**src/rtl/spi_ram_controller_if.sv**
```systemverilog
// Command/response bus between the SPI slave and the RAM controller.
// Also exposes the controller's address pointers for debug.
interface spi_ram_controller_if #(
    parameter int ADDR_SIZE = 8
);
    logic                 rx_valid;
    logic [9:0]           rx_data;
    logic                 tx_valid;
    logic [7:0]           tx_data;
    logic [ADDR_SIZE-1:0] wr_ptr;
    logic [ADDR_SIZE-1:0] rd_ptr;
    logic                 cmd_err;

    modport master (
        output rx_valid, rx_data,
        input  tx_valid, tx_data, wr_ptr, rd_ptr, cmd_err
    );

    modport slave (
        input  rx_valid, rx_data,
        output tx_valid, tx_data, wr_ptr, rd_ptr, cmd_err
    );
endinterface

```
**src/rtl/spi_ram_controller.sv**
```systemverilog
// Single-port byte RAM driven by 10-bit {cmd, payload} words from the SPI slave.
// Provides independent write/read pointers with optional post-access auto-increment.
module spi_ram_controller #(
    parameter int MEM_DEPTH = 256,
    parameter int ADDR_SIZE = 8,
    parameter bit AUTO_INC  = 1'b1
) (
    input logic               clk,
    input logic               rst,
    spi_ram_controller_if.slave bus
);
    typedef enum logic [1:0] {
        WR_ADDR = 2'b00,
        WR_DATA = 2'b01,
        RD_ADDR = 2'b10,
        RD_DATA = 2'b11
    } cmd_t;

    typedef enum logic {
        IDLE  = 1'b0,
        ARMED = 1'b1
    } state_t;

    logic [7:0]           mem [MEM_DEPTH];
    state_t               state;
    cmd_t                 cmd;
    logic [7:0]           payload;
    logic [ADDR_SIZE-1:0] wr_ptr_q;
    logic [ADDR_SIZE-1:0] rd_ptr_q;
    logic                 tx_valid_q;
    logic [7:0]           tx_data_q;
    logic                 cmd_err_q;

    always_comb begin
        cmd     = cmd_t'(bus.rx_data[9:8]);
        payload = bus.rx_data[7:0];
    end

    // Memory has no reset: contents survive rst and are undefined at power-up.
    always_ff @(posedge clk) begin
        if (bus.rx_valid && cmd == WR_DATA)
            mem[wr_ptr_q] <= payload;
    end

    always_ff @(posedge clk or posedge rst) begin
        if (rst) begin
            state      <= IDLE;
            wr_ptr_q   <= '0;
            rd_ptr_q   <= '0;
            tx_valid_q <= 1'b0;
            tx_data_q  <= '0;
            cmd_err_q  <= 1'b0;
        end else begin
            tx_valid_q <= 1'b0;
            cmd_err_q  <= 1'b0;
            if (bus.rx_valid) begin
                case (cmd)
                    WR_ADDR: wr_ptr_q <= payload[ADDR_SIZE-1:0];
                    WR_DATA: begin
                        if (AUTO_INC)
                            wr_ptr_q <= wr_ptr_q + ADDR_SIZE'(1);
                    end
                    RD_ADDR: begin
                        rd_ptr_q <= payload[ADDR_SIZE-1:0];
                        state    <= ARMED;
                    end
                    RD_DATA: begin
                        if (state == ARMED) begin
                            tx_data_q  <= mem[rd_ptr_q];
                            tx_valid_q <= 1'b1;
                            if (AUTO_INC)
                                rd_ptr_q <= rd_ptr_q + ADDR_SIZE'(1);
                        end else begin
                            cmd_err_q <= 1'b1;
                        end
                    end
                    default: ;
                endcase
            end
        end
    end

    assign bus.wr_ptr   = wr_ptr_q;
    assign bus.rd_ptr   = rd_ptr_q;
    assign bus.tx_valid = tx_valid_q;
    assign bus.tx_data  = tx_data_q;
    assign bus.cmd_err  = cmd_err_q;
endmodule
```
**src/flat_wrapper.sv**
```systemverilog
// flat-port wrapper written by rule: the top's interface ports become plain ports
module spi_ram_controller_flat 
#(
    parameter int MEM_DEPTH = 256,
    parameter int ADDR_SIZE = 8,
    parameter bit AUTO_INC  = 1'b1
)
  (clk, rst, bus_rx_valid, bus_rx_data, bus_tx_valid, bus_tx_data, bus_wr_ptr, bus_rd_ptr, bus_cmd_err);
  spi_ram_controller_if #(.ADDR_SIZE(ADDR_SIZE)) bus_i ();
  input logic clk;
  input logic rst;
  input wire logic [$bits(bus_i.rx_valid)-1:0] bus_rx_valid;
  input wire logic [$bits(bus_i.rx_data)-1:0] bus_rx_data;
  output wire logic [$bits(bus_i.tx_valid)-1:0] bus_tx_valid;
  output wire logic [$bits(bus_i.tx_data)-1:0] bus_tx_data;
  output wire logic [$bits(bus_i.wr_ptr)-1:0] bus_wr_ptr;
  output wire logic [$bits(bus_i.rd_ptr)-1:0] bus_rd_ptr;
  output wire logic [$bits(bus_i.cmd_err)-1:0] bus_cmd_err;
  assign bus_i.rx_valid = bus_rx_valid;
  assign bus_i.rx_data = bus_rx_data;
  assign bus_tx_valid = bus_i.tx_valid;
  assign bus_tx_data = bus_i.tx_data;
  assign bus_wr_ptr = bus_i.wr_ptr;
  assign bus_rd_ptr = bus_i.rd_ptr;
  assign bus_cmd_err = bus_i.cmd_err;
  spi_ram_controller #(.MEM_DEPTH(MEM_DEPTH), .ADDR_SIZE(ADDR_SIZE), .AUTO_INC(AUTO_INC)) u_core (.clk(clk), .rst(rst), .bus(bus_i));
endmodule
```
**config.mk**
```make
export PLATFORM = sky130hd
export DESIGN_NAME = spi_ram_controller_flat
export DESIGN_NICKNAME = d
export VERILOG_FILES = /design/src/rtl/spi_ram_controller_if.sv /design/src/rtl/spi_ram_controller.sv /design/src/flat_wrapper.sv
export SDC_FILE = /design/constraint.sdc
export NUM_CORES = 2
export LEC_CHECK = 0
export BUFFER_PORTS_ARGS = -buffer_cell sky130_fd_sc_hd__buf_2
export CAP_MARGIN = 10
export CORE_ASPECT_RATIO = 0.75
export CORE_MARGIN = 2
export CORE_UTILIZATION = 55
export DETAILED_ROUTE_END_ITERATION = 8
export PLACE_DENSITY = 0.71
export SYNTH_ARGS = -nofsm -noshare
export SYNTH_HDL_FRONTEND = slang
export SYNTH_SLANG_ARGS = --single-unit
export TNS_END_PERCENT = 20
```
**constraint.sdc**
```tcl
create_clock -name clk -period 3.6 [get_ports clk]
set_input_delay 0 -clock clk [delete_from_list [all_inputs] [get_ports clk]]
set_output_delay 0 -clock clk [all_outputs]
set_load 0.005 [all_outputs]
```
**Yosys cells after proc, flatten, opt, wreduce, memory -nomap -nowiden**

Memories as Yosys holds them, arrays and structs flattened. A register that Yosys moved wholly into a read port is not among the register bits.
Index checks and enable logic that the tools add are counted.

- Reduce and logical (&&, ||, !) cells: 8
- Add/sub/neg operators: 2
- Eq/ne operators: 4
- Multiplexer cells: 11

Operators with widths:

| operator | count |
|---|---|
| 8-bit one-hot mux with 2 select lines | 2 |
| 8-bit by 1-bit adder with 8-bit output (second input constant) | 2 |
| 1-bit two-way mux | 8 |
| 8-bit two-way mux | 1 |
| 3-bit AND reduction | 2 |
| 2-bit equality test (second input constant) | 2 |
| 2-bit AND reduction | 2 |
| 2-bit nonzero test | 2 |
| 2-bit by 1-bit equality test with 1-bit output (second input constant) | 1 |
| 2-bit logical NOT | 1 |
| 2-bit by 1-bit inequality test with 1-bit output (second input constant) | 1 |
| 1-bit logical AND | 1 |

- RAM bits: 2048
- Register bits: 19
- Memories kept: 1
- Bits of input ports: 13

Memories:

| memory | words | bits a word | read ports | clocked after memory_dff | wr ports | RTL line | text |
|---|---|---|---|---|---|---|---|
| u_core.mem | 256 | 8 | 1 | 1 | 1 | spi_ram_controller.sv:24 | `logic [7:0] mem [MEM_DEPTH];` |

**Logic depth before layout (Yosys ltp)**

- Depth in word-level cells: 4
- Depth in mapped cells: 14
- Mapped depth without buffers: 7

**Worst setup path after synthesis**

Ideal clock, no wire load.

- Path type: register to register
- Start point: reg u_core.rd_ptr_q[0], in the netlist u_core.bus.rd_ptr[0]
- End point: reg u_core.tx_data_q[1], in the netlist u_core.bus.tx_data[1] (read register of u_core.mem)
- Setup time: 131 ps
- Arrival time: 2482 ps
- Buffers on the path: 4
- Setup slack: 987 ps
- Cell stages (with the launch flop): 12
- Cells stage by stage: dfrtp_1 > buf_6 > buf_6 > buf_6 > buf_2 > mux4_2 > nand2_1 > a21oi_1 > a311oi_1 > o221ai_1 > a221oi_1 > o22ai_1

RTL lines:

| item | RTL line | text |
|---|---|---|
| start, declared | spi_ram_controller.sv:29 | `logic [ADDR_SIZE-1:0] rd_ptr_q;` |
| start signal, assigned | spi_ram_controller.sv:64 | `rd_ptr_q <= payload[ADDR_SIZE-1:0];` |
| start signal, assigned | spi_ram_controller.sv:72 | `rd_ptr_q <= rd_ptr_q + ADDR_SIZE'(1);` |
| end, declared | spi_ram_controller.sv:31 | `logic [7:0] tx_data_q;` |

==> impl_metrics.env <==
export IMPL_rows=122
export IMPL_rsz0062_at_grt="no"
export IMPL_synth_warnings=0
export IMPL_synthToLayoutAreaGrowth_pct=14.13
export IMPL_grt_max_degree=150
export IMPL_gp_congestion=0.9234
export IMPL_grt_pass1_vias=41049
export IMPL_clkTransAtPathRegs_ns=0.07
export IMPL_cts_tree="built"
export IMPL_synthesis_area_sq_mm=0.08116
export IMPL_die_area_sq_mm=0.1507
export IMPL_yosys_area_share_adder=0.0007708
export IMPL_via_count=42233
export IMPL_synth_cell_types=64
export IMPL_dpl_cell_area_sq_mm=0.08662
export IMPL_clk_insertion_delay_late_ns=0.84
export IMPL_required_ns=4.32
export IMPL_relSlewSlack=0.2357
export IMPL_antenna_found_initial=6
export IMPL_overflow=0
export IMPL_stdcell_area_sq_mm=0.09263
export IMPL_cp_start_kind="flop"
export IMPL_first_pass_iters=6
export IMPL_synth_cells=3876
export IMPL_viasPerCell=6.515
export IMPL_cts_sinks=2075
export IMPL_die_y_um=336.7
export IMPL_wire_per_inst_um=32.16
export IMPL_fillCellCount=9903
export IMPL_ant_nets=0
export IMPL_synth_most_common_cell="edfxtp_1"
export IMPL_critPathMaxFanout=27
export IMPL_leakagePower_uw=0.02974
export IMPL_crit_type="flop to flop"
export IMPL_status="finished, final reports clean"
export IMPL_initial_utilization=0.5521
export IMPL_synth_top_family_by_area="multiplexers"
export IMPL_synth_flop_cell="edfxtp_1"
export IMPL_slew_violations=0
export IMPL_synthMuxAreaShare=0.1605
export IMPL_numCtsBuffers=186
export IMPL_io_buffers=38
export IMPL_layout_drive_gt1_share=0.2802
export IMPL_coreArea_sq_mm=0.1470
export IMPL_grt_pass1_wl_um=299600
export IMPL_wirelength_um=208500
export IMPL_synth_edf_count=2048
export IMPL_drtIter0Drc=6616
export IMPL_clock_skew_ns=0.02503
export IMPL_finalSetupViolations=0
export IMPL_synthSimpleGateAreaFrac=0.02642
export IMPL_synth_seq_area_share=0.7661
export IMPL_syn_nets=3894
export IMPL_fin_crit_sh=0.9624
export IMPL_synth_seq_cells=2075
export IMPL_clock_root_buffer="clkbuf_16"
export IMPL_synth_xor_area_frac=0
export IMPL_fmax_mhz=288.6
export IMPL_drc_errors=0
export IMPL_avgSynthCellArea_sq_um=20.94
export IMPL_synth_top_area_frac=0.7578
export IMPL_clockBufferDepth=3
export IMPL_nets=4363
export IMPL_async_flop_share=0.01301
export IMPL_tns_ns=0
export IMPL_power_per_cell_area_mw_per_mm2=597.4
export IMPL_htree_levels=4
export IMPL_tightest_slew_ns=1.141
export IMPL_die_w_um=447.6
export IMPL_timing_max_cap_violations=0
export IMPL_ios=39
export IMPL_period_minus_slack_ns=3.465
export IMPL_synth_compound_area_frac=0.02812
export IMPL_track_usage=0.2815
export IMPL_synthTopCellsByArea="edfxtp_1 76%, mux4_2 13%, mux2i_1 2.6%, nor2_1 1.3%, dfrtp_1 0.83%"
export IMPL_yosysTopAreaCell="edfxtp_1"
export IMPL_timing_final_hold_violations=0
export IMPL_hp_class="input port to flop"
export IMPL_cp_end_kind="flop"
export IMPL_netlist_top_cells_count="2,048 x edfxtp_1, 480 x mux4_2, 282 x nor2_1"
export IMPL_peakVddDrop_uv=529.7
export IMPL_postCtsSetupRepairBufs=0
export IMPL_hpwl_um=132600
export IMPL_worst_endpoint_arrival_ns=4.18
-- routing by layer --
metal,wire (um),vias up,track usage
met3,25170,397,0.06623
met2,92640,2804,0.4085
met5,36,-,0
met1,83700,21992,0.4255
met4,6907,6,0.09510
li1,-,17034,-
-- layout by cell type, fill, tap and decap left out, types with 30 or more instances in the layout --
cell       netlist  routed
o21ai_0         50      50
mux2i_1        213     213
a21oi_1         77      77
buf_12           3      43
nand2_1        109     109
nor2_1         282     280
buf_4           13     424
clkbuf_16        0     189
clkbuf_1       106      50
a22oi_1         50      50
mux4_2         480     480
nand3_1         41      32
edfxtp_1      2048    2048
clkinv_1         0      47
buf_2           51      30
-- critical path, cell delays in order, from the launching register on --
cell	delay, ns
dfrtp_4	0.74
nor2_4	0.56
buf_4	0.31
a221o_1	0.28
o311ai_0	0.18
a311oi_1	0.79
o211ai_1	0.18
nand3_1	0.18
nand3_1	0.09
-- where the power goes --
part,internal [uW],switching [uW]
clock network,10600,8710
registers,26600,288
logic,3730,5370
-- state kept, by name (all words and copies together), names as in the netlist --
register             cells
u_core.bus.cmd_err       1
u_core.bus.rd_ptr        8
u_core.bus.tx_data       8
u_core.bus.tx_valid      1
u_core.bus.wr_ptr        8
u_core.mem            2048
u_core.state             1
-- layout make-up --
class                           count  area (sq um)  share of cell area
Antenna cell                        1         2.502          0.00002702
Clock buffer                      239          4917             0.05309
Clock inverter                    101         925.9            0.009996
Inverter                           10         42.54           0.0004593
Multi-Input combinational cell   1551         17600              0.1900
Sequential cell                  2075         62190              0.6715
Tap cell                         1984          2482             0.02680
Timing Repair Buffer              521          4464             0.04820
-- what timing repair did --
item | 4_1_cts | 5_1_grt
hold buffers | 16 | 0
resized for setup | 0 | 0
endpoints found under the hold margin | 590 | 0
-- per-stage QoR --
step           std cells  utilization  hold slack (ns)  power, uW  setup slack, ns
6_report            6482       0.6301          0.04534      55330           0.1354
5_1_grt             6481       0.6301           0.1067      56750           0.1301
4_1_cts             6481       0.6301          0.03738      55430           0.2767
3_5_place_dp        6125       0.5893           0.1662      36370           0.2979
3_3_place_gp        6125       0.5893           0.1442      36300           0.3005
2_1_floorplan       3876            -          0.05272      32620           0.9871
-- worst paths after layout --
| path | start | end | slack (ns) | depth (start not counted) |
|---|---|---|---|---|
| min in group asynchronous | rst | u_core.bus.tx_data[0] | 0.42 | 5 |
| worst min register to register | u_core.state | u_core.bus.cmd_err | 0.50 | 1 |
| worst max register to register | u_core.bus.rd_ptr[2] | u_core.bus.tx_data[0] | 0.14 | 8 |
| worst min-delay path | bus_rx_data[5] | u_core.mem[126][5] | 0.05 | 1 |
| worst max-delay path | u_core.bus.rd_ptr[2] | u_core.bus.tx_data[0] | 0.14 | 8 |
| max in group asynchronous | rst | u_core.bus.rd_ptr[2] | 2.75 | 5 |
-- cell families (layout without fill, tap and decap cells) --
| group | count (synthesis) | count (layout) |
|---|---|---|
| compound gates | 341 | 341 |
| fa+ha+maj | 5 | 5 |
| buf+inv | 250 | 871 |
| flops | 2075 | 2075 |
| mux | 698 | 698 |
| other cells | 0 | 1 |
| simple gates | 507 | 507 |
Power figures use the tool's default switching activity.
